### config.mk
export PLATFORM = sky130hd
export DESIGN_NAME = vga23_capture
export DESIGN_NICKNAME = d
export VERILOG_FILES = /design/src/rtl/vga23_pkg.sv /design/src/rtl/vga23_chan_dec.sv /design/src/rtl/vga23_capture.sv
export SDC_FILE = /design/constraint.sdc
export NUM_CORES = 1
export LEC_CHECK = 0
export CORE_MARGIN = 1.5
export CORE_UTILIZATION = 50
export DETAILED_ROUTE_END_ITERATION = 16
export GPL_TIMING_DRIVEN = 0
export PLACE_DENSITY = 0.76
export SLEW_MARGIN = 20
export SYNTH_ARGS = -nofsm -noshare
export SYNTH_HDL_FRONTEND = slang
export SYNTH_SLANG_ARGS = --single-unit
### constraint.sdc
create_clock -name CLKSerial -period 2.3 [get_ports CLKSerial]
set_input_delay 0.23 -clock CLKSerial [delete_from_list [all_inputs] [get_ports CLKSerial]]
set_output_delay 0.23 -clock CLKSerial [all_outputs]
set_load 0.1 [all_outputs]
### src/rtl/vga23_pkg.sv
// Shared definitions for the 2-bit-per-channel serialized VGA link (tx and rx sides).
// Each 3-bit colour code maps to one 6-bit H pattern and one 6-bit L pattern, MSB first.
package vga23_pkg;

  localparam int PIXEL_BITS = 6;

  typedef logic [2:0] code_t;

  typedef enum logic {SEEK = 1'b0, RUN = 1'b1} state_t;

  localparam logic [5:0] pattern_h [0:7] = '{
    6'b000000, 6'b000000, 6'b000000, 6'b101010,
    6'b101010, 6'b101010, 6'b111111, 6'b111111
  };

  localparam logic [5:0] pattern_l [0:7] = '{
    6'b000000, 6'b010010, 6'b111111, 6'b000000,
    6'b010010, 6'b111111, 6'b101101, 6'b111111
  };

  // Returns {legal, code}; only an exact match on both patterns is legal.
  function automatic logic [3:0] decode_pair(input logic [5:0] h, input logic [5:0] l);
    decode_pair = 4'b0000;
    for (int i = 0; i < 8; i++) begin
      if (h == pattern_h[i] && l == pattern_l[i]) decode_pair = {1'b1, 3'(i)};
    end
  endfunction

endpackage

### src/rtl/vga23_chan_dec.sv
// One colour channel: deserializes the H/L lines and decodes them to a 3-bit code.
// Latency: code updates on the edge where i_dec is high; illegal patterns keep the last code; no backpressure.
module vga23_chan_dec
  import vga23_pkg::*;
#(
  parameter bit LSB_FIRST = 1'b0
) (
  input  logic       i_clk,
  input  logic       i_rst_n,
  input  logic [1:0] i_line,
  input  logic       i_shift,
  input  logic       i_dec,
  output code_t      o_code,
  output logic       o_illegal
);

  logic [5:0] r_sh_h;
  logic [5:0] r_sh_l;
  code_t      r_code;
  logic [3:0] w_dec;

  assign w_dec     = decode_pair(r_sh_h, r_sh_l);
  assign o_code    = r_code;
  assign o_illegal = ~w_dec[3];

  always_ff @(posedge i_clk) begin
    if (!i_rst_n) begin
      r_sh_h <= '0;
      r_sh_l <= '0;
      r_code <= '0;
    end else begin
      if (i_shift) begin
        if (LSB_FIRST) begin
          r_sh_h <= {i_line[1], r_sh_h[5:1]};
          r_sh_l <= {i_line[0], r_sh_l[5:1]};
        end else begin
          r_sh_h <= {r_sh_h[4:0], i_line[1]};
          r_sh_l <= {r_sh_l[4:0], i_line[0]};
        end
      end
      if (i_dec && w_dec[3]) r_code <= w_dec[2:0];
    end
  end

endmodule

### src/rtl/vga23_capture.sv
// Receiver for the serialized 2-bit VGA link: HS-aligned pixel framing and colour decode.
// Latency: oVALID one serial clock after the last bit of a pixel is sampled; no backpressure.
module vga23_capture
  import vga23_pkg::*;
#(
  parameter logic HS_ACTIVE    = 1'b0,
  parameter int   PHASE_OFFSET = 0,
  parameter bit   LSB_FIRST    = 1'b0,
  parameter int   ERRCNT_W     = 16
) (
  input  logic                CLKSerial,
  input  logic                nRESET,
  input  logic                iHS,
  input  logic                iVS,
  input  logic [1:0]          iRED,
  input  logic [1:0]          iGREEN,
  input  logic [1:0]          iBLUE,
  output logic [2:0]          oRED,
  output logic [2:0]          oGREEN,
  output logic [2:0]          oBLUE,
  output logic                oHS,
  output logic                oVS,
  output logic                oVALID,
  output logic                oPIXERR,
  output logic                oLOCKED,
  output logic [ERRCNT_W-1:0] oERRCNT
);

  localparam int LOAD_PHASE = (PIXEL_BITS - PHASE_OFFSET) % PIXEL_BITS;
  // Counter value seen on an HS edge that is already in step with the framing.
  localparam int EDGE_PHASE = (LOAD_PHASE + PIXEL_BITS - 1) % PIXEL_BITS;

  state_t              r_state;
  logic [2:0]          r_phase;
  logic                r_hs_prev;
  logic                r_hs_hold;
  logic                r_vs_hold;
  logic                r_dec_stb;
  logic                r_valid;
  logic                r_pixerr;
  logic                r_hs;
  logic                r_vs;
  logic [ERRCNT_W-1:0] r_errcnt;

  logic                w_hs_edge;
  logic                w_realign;
  logic                w_shift;
  logic [2:0]          w_ill;

  assign w_hs_edge = (r_hs_prev != HS_ACTIVE) && (iHS == HS_ACTIVE);
  assign w_realign = w_hs_edge && ((r_state == SEEK) || (r_phase != 3'(EDGE_PHASE)));
  assign w_shift   = (r_state == RUN) && !w_realign;

  vga23_chan_dec #(.LSB_FIRST(LSB_FIRST)) u_red (
    .i_clk(CLKSerial), .i_rst_n(nRESET), .i_line(iRED), .i_shift(w_shift),
    .i_dec(r_dec_stb), .o_code(oRED), .o_illegal(w_ill[2])
  );

  vga23_chan_dec #(.LSB_FIRST(LSB_FIRST)) u_green (
    .i_clk(CLKSerial), .i_rst_n(nRESET), .i_line(iGREEN), .i_shift(w_shift),
    .i_dec(r_dec_stb), .o_code(oGREEN), .o_illegal(w_ill[1])
  );

  vga23_chan_dec #(.LSB_FIRST(LSB_FIRST)) u_blue (
    .i_clk(CLKSerial), .i_rst_n(nRESET), .i_line(iBLUE), .i_shift(w_shift),
    .i_dec(r_dec_stb), .o_code(oBLUE), .o_illegal(w_ill[0])
  );

  always_ff @(posedge CLKSerial) begin
    if (!nRESET) begin
      r_state   <= SEEK;
      r_phase   <= '0;
      r_hs_prev <= HS_ACTIVE;
      r_hs_hold <= 1'b0;
      r_vs_hold <= 1'b0;
      r_dec_stb <= 1'b0;
      r_valid   <= 1'b0;
      r_pixerr  <= 1'b0;
      r_hs      <= 1'b0;
      r_vs      <= 1'b0;
      r_errcnt  <= '0;
    end else begin
      r_hs_prev <= iHS;
      r_dec_stb <= 1'b0;
      r_valid   <= r_dec_stb;
      r_pixerr  <= r_dec_stb && (|w_ill);
      if (r_dec_stb) begin
        r_hs <= r_hs_hold;
        r_vs <= r_vs_hold;
        if ((|w_ill) && (r_errcnt != '1)) r_errcnt <= r_errcnt + 1'b1;
      end
      // A realign drops the pixel in flight, including one whose last bit lands now.
      if (w_realign) begin
        r_state <= RUN;
        r_phase <= 3'(LOAD_PHASE);
      end else if (r_state == RUN) begin
        if (r_phase == 3'd0) begin
          r_hs_hold <= iHS;
          r_vs_hold <= iVS;
        end
        r_dec_stb <= (r_phase == 3'(PIXEL_BITS - 1));
        r_phase   <= (r_phase == 3'(PIXEL_BITS - 1)) ? 3'd0 : r_phase + 3'd1;
      end
    end
  end

  assign oHS     = r_hs;
  assign oVS     = r_vs;
  assign oVALID  = r_valid;
  assign oPIXERR = r_pixerr;
  assign oLOCKED = (r_state == RUN);
  assign oERRCNT = r_errcnt;

endmodule

; ---- Word level (Yosys, flattened, before mapping)
; Cells that the tools add are included.
[totals]
register_bits = 73
out_inout_bits = 30
wordCells = 118
[op_classes]
n_addsub = 2
n_eq_ne = 18
n_mux = 25
bitwise_logic = 7
reduce_logical = 46
[op_table]
columns = cell, n
row1 = 2-to-1 mux 4 bit, 24
row2 = == test 6 bit (second input constant), 12
row3 = zero test 6 bit, 6
row4 = logical AND 1 bit, 32
row5 = == test 6 x 5 -> 1 bit (second input constant), 3
row6 = adder 16 x 1 -> 16 bit (second input constant), 1
row7 = inequality test 16 bit (second input constant), 1
row8 = inverter 1 bit, 7
row9 = OR reduction 3 bit, 2
row10 = adder 3 x 1 -> 3 bit (second input constant), 1
row11 = == test 3 bit (second input constant), 1
row12 = zero test 3 bit, 1
row13 = 2-to-1 mux 3 bit, 1
row14 = inequality test 3 bit (second input constant), 1
row15 = AND reduction 3 bit, 1
row16 = AND reduction 2 bit, 1
row17 = OR reduction 2 bit, 1
row18 = zero test 1 bit, 1
row19 = logical OR 1 bit, 1

; ---- Depth between registers and ports, before layout
; Gate-level depths: netlist of the first run.
[depth]
ltp_word = 14
ltp_mapped = 9

; ---- Hierarchy
; Synthesis of the first run repeated with hierarchy kept, for this count alone.
[hier_totals]
hier_cells = 377
hier_area_um2 = 3579.7
[modules_own_cells]
columns = mod, instances, cells_each, area_each_um2, seq_area_each_um2
row1 = vga23_chan_dec, 3, 77, 753.2, 300.3
row2 = vga23_capture, 1, 146, 1320.0, 560.5

; ---- Least setup slack after synthesis of the first run
; OpenSTA, ideal clock, no wires.
[synth_path]
kind = register to register
from = register r_errcnt[2], in the netlist oERRCNT[2]
to = register r_errcnt[0], in the netlist oERRCNT[0]
setup_ns = 0.128
t_arrival_ns = 2.531
required_time_ns = 2.172
slack_ns = -0.359
path_stages_with_launch = 10
n_path_buf = 2
path_cell_list = dfxtp_1 > and4_1 > nand4_1 > nor2_1 > a21boi_1 > o21ai_4 > buf_6 > buf_8 > xor2_1 > nor2_1
[synth_between]
elab_chain_len = 3
[synth_lines]
columns = element, line
row1 = "start, declared", vga23_capture.sv:43  ; logic [ERRCNT_W-1:0] r_errcnt;
row2 = "start signal, assigned", vga23_capture.sv:90  ; if ((|w_ill) && (r_errcnt != '1)) r_errcnt <= r_errcnt + 1'b1;
row3 = inequality test 16 bit, vga23_capture.sv:90
row4 = logical AND 1 bit, vga23_capture.sv:90
row5 = AND reduction 2 bit (no line), n/a
; Every way passes these cells.
; A chain may end at the register's enable or synchronous reset.

; ---- Worst setup path after layout of the first run
[layout_path]
from = register u_green.r_sh_h[0]
to = register r_errcnt[6], in the netlist oERRCNT[6]
[layout_between]
elab_chain_len = 14
word_cells_on_any_way = 23
classes_between = eq/ne (2) / mux (8) / bitwise (1) / reduce/logical (12)
[layout_lines]
columns = element, line
row1 = "start, declared", vga23_chan_dec.sv:17  ; logic [5:0] r_sh_h;
row2 = "start signal, assigned", vga23_chan_dec.sv:34  ; r_sh_h <= {i_line[1], r_sh_h[5:1]};
row3 = "start signal, assigned", vga23_chan_dec.sv:37  ; r_sh_h <= {r_sh_h[4:0], i_line[1]};
row4 = zero test 6 bit, vga23_pkg.sv:25  ; if (h == pattern_h[i] && l == pattern_l[i]) decode_pair = {1'b1, 3'(i)};
row5 = logical AND 1 bit, vga23_pkg.sv:25
row6 = 2-to-1 mux 4 bit (7 in a row), vga23_pkg.sv:25
row7 = 2-to-1 mux 4 bit (*), vga23_pkg.sv:25
row8 = inverter 1 bit (*), vga23_chan_dec.sv:24  ; assign o_illegal = ~w_dec[3];
row9 = OR reduction 3 bit (*), vga23_capture.sv:90
row10 = logical AND 1 bit (*), vga23_capture.sv:90
row11 = AND reduction 2 bit (no line) (*), n/a
; Mark *: on every way between the ends. The rest lies on a longest branch, timed or not.

==> results of run 1 <==
-- layout by cell type, fill, tap and decap left out, types with 6 or more instances in the layout --
cell type,count
buf_4,13
dfxtp_2,14
o21ai_0,9
a21oi_2,6
o31ai_1,7
nand4_1,9
nor3_1,10
o21ai_1,11
and3_1,7
a21oi_1,55
nand3_1,9
or3_4,6
clkdlybuf4s50_1,38
nand2_1,100
dfxtp_1,59
clkbuf_8,9
nor2_1,22
clkbuf_1,14
or4_1,7
mux2i_1,6
-- state kept, by name, indices dropped and copies added, names as in the netlist, 6 cells and up --
name and cells:
oERRCNT 16, u_blue.r_sh_h 6, u_blue.r_sh_l 6, u_green.r_sh_h 6
u_green.r_sh_l 6, u_red.r_sh_h 6, u_red.r_sh_l 6
-- report_power, final --
part | switching (W) | total (W) | internal (W) | leakage [nW]
logic | 0.0000929 | 0.000152 | 0.0000586 | 0.743
registers | 0.00000939 | 0.00128 | 0.00127 | 0.596
clock network | 0.000479 | 0.000979 | 0.000500 | 0.0933
total | 0.000581 | 0.00241 | 0.00183 | 1.43
-- synthesized netlist by cell type (2+ instances only) --
| cell type | count | area (sq um) |
|---|---|---|
| or3_1 | 7 | 43.79 |
| o2111ai_1 | 3 | 26.28 |
| o21ai_0 | 11 | 55.05 |
| o211ai_1 | 2 | 15.01 |
| or2_2 | 2 | 12.51 |
| o21ai_1 | 10 | 50.05 |
| nor2_1 | 24 | 90.09 |
| a21oi_1 | 55 | 275.3 |
| and4_1 | 5 | 43.79 |
| and2_1 | 5 | 31.28 |
| nor2b_1 | 3 | 18.77 |
| inv_1 | 4 | 15.01 |
| nand3_1 | 10 | 50.05 |
| a21o_1 | 2 | 15.01 |
| nor3_1 | 11 | 55.05 |
| and3_1 | 7 | 43.79 |
| nand2b_1 | 3 | 18.77 |
| o31ai_1 | 9 | 67.56 |
| nor4_1 | 4 | 25.02 |
| a21oi_2 | 6 | 52.55 |
| nand2_1 | 100 | 375.4 |
| or4_1 | 8 | 60.06 |
| o21a_1 | 2 | 15.01 |
| mux2i_1 | 6 | 60.06 |
| dfxtp_1 | 73 | 1461 |
| clkbuf_1 | 13 | 48.80 |
| nand4_1 | 9 | 56.30 |
| a22oi_1 | 2 | 15.01 |
-- path summary, 6_finish.rpt --
| check | start | endpoint | slack, ns | cells past startpoint |
|---|---|---|---|---|
| worst min-delay path | nRESET | r_dec_stb | 0.30 | 3 |
| worst max-delay path | u_green.r_sh_h[0] | oERRCNT[6] | 0.005 | 9 |
| worst max register to register | u_green.r_sh_h[0] | oERRCNT[6] | 0.005 | 9 |
| worst min register to register | u_blue.o_code[1] | u_blue.o_code[1] | 0.46 | 2 |
-- cell type report --
| cell class | instances | area, sq um | share of cell area |
|---|---|---|---|
| plain buffers | 16 | 78.83 | 0.01866 |
| clock buffers | 11 | 131.4 | 0.03109 |
| clock inverters | 5 | 56.30 | 0.01333 |
| inverters | 5 | 18.77 | 0.004442 |
| multi-input cells | 322 | 1862 | 0.4406 |
| flip-flops and latches | 73 | 1479 | 0.3500 |
| well taps | 77 | 96.34 | 0.02280 |
| repair buffers | 52 | 503.0 | 0.1190 |
-- layer usage --
metal / vias to the layer above / wire length (um) / track usage / share of wire
li1: 1616 / - / - / -
met1: 1508 / 3462 / 0.2644 / 0.44
met2: 76 / 3967 / 0.3884 / 0.50
met3: 12 / 416 / 0.06195 / 0.052
met4: 0 / 87 / 0.09677 / 0.011
met5: - / 0 / 0 / 0
-- per-stage QoR --
step	setup WS [ns]	utilization	TNS, ns	area (sq um)	total power, W
6_report	0.005291	0.6616	0	4225	0.002411
4_1_cts	-0.02169	0.6391	-0.02169	4081	0.002408
5_1_grt	-0.09463	0.6616	-0.7552	4225	0.002497
3_5_place_dp	-0.2904	0.5964	-2.618	3809	0.001440
3_3_place_gp	-0.2106	0.5964	-1.283	3809	0.001439
2_1_floorplan	0.03646	-	0	3332	0.001399
-- kinds of logic after synthesis --
group / count (synthesis) / synth area share
AOI/OAI and AO/OA: 111 / 0.2124
and+or+nand+nor: 202 / 0.2905
xor gates and xnor gates: 2 / 0.005282
muxes: 6 / 0.01811
buffers and inverters: 21 / 0.02942
adders and majority gates: 1 / 0.003772
DFF: 73 / 0.4406
-- worst reg2reg max path: cells and delay by family, from the launching register on --
family	cells	cell delay [ns]
AND/OR/NAND/NOR	3	0.94
flip-flops	1	0.34
buffers and inverters	2	0.27
AO/OA/AOI/OAI	4	0.61
-- repair_timing --
item,4_1_cts,5_1_grt
gates resized for setup,8,17
endpoints found under the setup margin,16,17
pin swaps,4,4
buffers inserted,6,7
gates cloned,0,1
hold buffers,0,0
hold endpoints to repair,0,0
==> results.sh, run 1 <==
export IMPL_cts_htree_levels=3
export IMPL_synth_ff_type="dfxtp_1"
export IMPL_drt_iter0_drc=167
export IMPL_hp_class="in -> reg"
export IMPL_dp_final_hpwl_mm=5.382
export IMPL_finalHoldViolCount=0
export IMPL_cp_top_family="simple AND/OR/NAND/NOR gates"
export IMPL_dp_cells=531
export IMPL_synth_async_reset_ratio=0
export IMPL_path_buf_inv=2
export IMPL_ios=40
export IMPL_grt_total_usage=0.2257
export IMPL_skew_ns=0.009261
export IMPL_maxCapViolations=0
export IMPL_wl_per_cell_um=14.14
export IMPL_fillers=544
export IMPL_num_rows=29
export IMPL_syn_inst=416
export IMPL_crit_path_end_kind="flop"
export IMPL_yosysUniqueCellTypes=48
export IMPL_crit_top_cell="or3_4"
export IMPL_start_kind="flop"
export IMPL_timing_final_crit_share=0.9977
export IMPL_setup_viol=0
export IMPL_fin_nets=490
export IMPL_grt_pass1_wl_mm=13.17
export IMPL_grt_max_degree=13
export IMPL_antenna_found_initial=0
export IMPL_drive_above_1_share=0.1612
export IMPL_slowest_stage="or4_4"
export IMPL_synth_edff_count=0
export IMPL_max_slew_margin_rel=0.3465
export IMPL_cts_max_path_buffers=2
export IMPL_area_delta_synth_final_pct=27.39
export IMPL_initial_core_util=0.5194
export IMPL_avgSynthCellArea_sq_um=7.973
export IMPL_antenna_cells=0
export IMPL_num_vias=3212
export IMPL_timing_final_crit_period_ns=2.295
export IMPL_yosysWarnings=0
export IMPL_path_class="reg -> reg"
export IMPL_clock_latency_ns=0.35
export IMPL_die_h_um=84.45
export IMPL_p_leak_nw=1.432
export IMPL_cts_made_buffers=9
export IMPL_arrival_ns=2.51
export IMPL_powerDensity_nw_per_um2=570.7
export IMPL_syn_cell_area_sq_um=3317
export IMPL_viasPerCell=5.725
export IMPL_synth_nets=427
export IMPL_grt_overflow=0
export IMPL_path_cells="or3_4 > or4_4 > a21oi_4 > o2111ai_4 > o21ai_4 > buf_6 > buf_4 > or3_4 > a21oi_2"
export IMPL_cp_max_fo=5
export IMPL_cpPeakStageDelay_ns=0.45
export IMPL_place_gp_congestion=0.8819
export IMPL_fmax_ghz=0.4358
export IMPL_status="finished clean"
export IMPL_instances_no_fill=561
export IMPL_drtPass1Iterations=4
export IMPL_cts_root_buffer="clkbuf_8"
export IMPL_grt_pass1_vias=3055
export IMPL_ys_seq_area_frac=0.4406
export IMPL_port_buffers=38
export IMPL_die_area_sq_um=7132
export IMPL_tightest_slew_ns=0.9772
export IMPL_ant_nets=0
export IMPL_cts_tree="built"
export IMPL_synth_seq_cells=73
export IMPL_drc=0
export IMPL_ir_drop_mv=0.4233
export IMPL_clock_sinks=73
export IMPL_holdWs_ns=0.2998
export IMPL_crit_required_ns=2.52
export IMPL_wirelength_mm=7.934
export IMPL_die_x_um=84.45
export IMPL_drv_slew=0
export IMPL_clk_pin_slew_worst_paths_ns=0.08
export IMPL_core_area_sq_um=6386
export IMPL_rsz0062_at_grt="true"
Note: power is estimated with default switching activity, not from simulation.
==> run 2: changes to the inputs <==
--- a/config.mk
+++ b/config.mk
@@ -10,6 +10,7 @@
 export DETAILED_ROUTE_END_ITERATION = 16
 export GPL_TIMING_DRIVEN = 0
 export PLACE_DENSITY = 0.76
+export SKIP_CTS_REPAIR_TIMING = 1
 export SLEW_MARGIN = 20
 export SYNTH_ARGS = -nofsm -noshare
 export SYNTH_HDL_FRONTEND = slang
==> run 2 against run 1 <==
The run now ends with setup timing left; clock-buffer cell count unchanged; sequential power about the same; global-route usage shrank 0.31 points; combinational power down 5%; largest cell class unchanged; largest power group unchanged.
==> results.sh, run 2 (synthesis gave the netlist of run 1 again) <==
export IMPL_status="complete, but fails checks"
export IMPL_violations="setup timing"
export IMPL_antenna_found_initial=0
export IMPL_viasPerCell=5.781
export IMPL_arrival_ns=2.63
export IMPL_grt_pass1_wl_mm=13.01
export IMPL_crit_required_ns=2.53
export IMPL_finalHoldViolCount=0
export IMPL_cp_max_fo=7
export IMPL_rsz0062_at_grt="true"
export IMPL_grt_pass1_vias=2991
export IMPL_cts_root_buffer="clkbuf_8"
export IMPL_path_buf_inv=2
export IMPL_grt_overflow=0
export IMPL_hp_class="in -> reg"
export IMPL_cts_htree_levels=3
export IMPL_die_x_um=84.45
export IMPL_cpPeakStageDelay_ns=0.46
export IMPL_holdPathStages=3
export IMPL_holdWs_ns=0.2843
export IMPL_drtPass1Iterations=5
export IMPL_num_vias=3220
export IMPL_skew_ns=0.009679
export IMPL_crit_cells=9
export IMPL_wirelength_mm=7.966
export IMPL_port_buffers=38
export IMPL_initial_core_util=0.5194
export IMPL_start_kind="flop"
export IMPL_drc=0
export IMPL_cp_top_family="simple AND/OR/NAND/NOR gates"
export IMPL_slowest_stage="or4_4"
export IMPL_largest_reg_flops=16
export IMPL_wl_per_cell_um=14.30
export IMPL_final_cell_mix="nand2_1, dfxtp_1, a21oi_1"
export IMPL_clock_sinks=73
export IMPL_cts_made_buffers=9
export IMPL_p_leak_nw=1.405
export IMPL_cts_tree="built"
export IMPL_powerDensity_nw_per_um2=577.2
export IMPL_fin_setup_tns_ns=-0.9652
export IMPL_cts_max_path_buffers=2
export IMPL_grt_max_degree=13
export IMPL_drt_iter0_drc=125
export IMPL_antenna_cells=0
export IMPL_layout_commonest_cell="nand2_1"
export IMPL_ff2ff_path_depth=9
export IMPL_place_gp_congestion=0.8819
export IMPL_fin_nets=486
export IMPL_pre_cts_slack_ns=-0.2904
export IMPL_crit_path_end_kind="flop"
export IMPL_die_area_sq_um=7132
export IMPL_setup_viol=12
export IMPL_area_delta_synth_final_pct=25.27
export IMPL_core_area_sq_um=6386
export IMPL_clk_pin_slew_worst_paths_ns=0.08
export IMPL_num_rows=29
export IMPL_drive_above_1_share=0.1396
export IMPL_clock_latency_ns=0.35
export IMPL_maxCapViolations=0
export IMPL_fmax_ghz=0.4155
export IMPL_path_cells="or3_4 > or4_4 > a21oi_4 > o2111ai_4 > o21ai_4 > buf_6 > buf_8 > xor2_2 > nor2_1"
export IMPL_path_class="reg -> reg"
export IMPL_ir_drop_mv=0.4212
export IMPL_die_h_um=84.45
export IMPL_max_slew_margin_rel=0.3468
export IMPL_fin_ws_ns=-0.1067
export IMPL_tightest_slew_ns=0.9767
export IMPL_timing_final_crit_period_ns=2.407
export IMPL_grt_total_usage=0.2226
export IMPL_drv_slew=0
export IMPL_timing_final_crit_share=1.046
export IMPL_dp_final_hpwl_mm=5.382
export IMPL_ant_nets=0
export IMPL_ios=40
[run 2: where the power goes]
group          total (W)  switching, W  internal, W
registers        0.00128    0.00000948      0.00127
logic           0.000145     0.0000914    0.0000532
clock network   0.000972      0.000473     0.000500
total            0.00240      0.000574      0.00182
[run 2: layer usage]
metal / wire length [um] / vias to the layer above / track usage
met1: 3415 / 1508 / 0.2644
li1: - / 1604 / -
met5: 0 / - / 0
met4: 179 / 0 / 0.08944
met3: 415 / 18 / 0.05998
met2: 3956 / 90 / 0.3825
[run 2: layout make-up]
class / instances / area [sq um]
Clock inverter: 5 / 56.30
Tap cell: 77 / 96.34
Buffer: 16 / 78.83
Timing Repair Buffer: 48 / 473.0
Sequential cell: 73 / 1480
Inverter: 5 / 18.77
Multi-Input combinational cell: 322 / 1821
Fill cell: 558 / 2231
Clock buffer: 11 / 131.4
[run 2: path summary, 6_finish.rpt]
check	startpoint	end	slack, ns
max	u_green.r_sh_h[2]	oERRCNT[0]	-0.11
min	nRESET	r_dec_stb	0.28
max reg2reg	u_green.r_sh_h[2]	oERRCNT[0]	-0.11
min reg2reg	u_blue.o_code[1]	u_blue.o_code[1]	0.46
[run 2: metrics by stage]
step / instances / power, W / area, sq um / utilization
3_5_place_dp: 531 / 0.001440 / 3809 / 0.5964
2_1_floorplan: 416 / 0.001399 / 3332 / -
4_1_cts: 547 / 0.002401 / 3996 / 0.6258
3_3_place_gp: 531 / 0.001439 / 3809 / 0.5964
5_1_grt: 557 / 0.002489 / 4155 / 0.6507
6_report: 557 / 0.002398 / 4155 / 0.6507
[run 2: tightest hold or removal path, stage by stage]
cell	delay (ns)
clkbuf_1	0.22
nand2_1	0.12
nor2_1	0.03
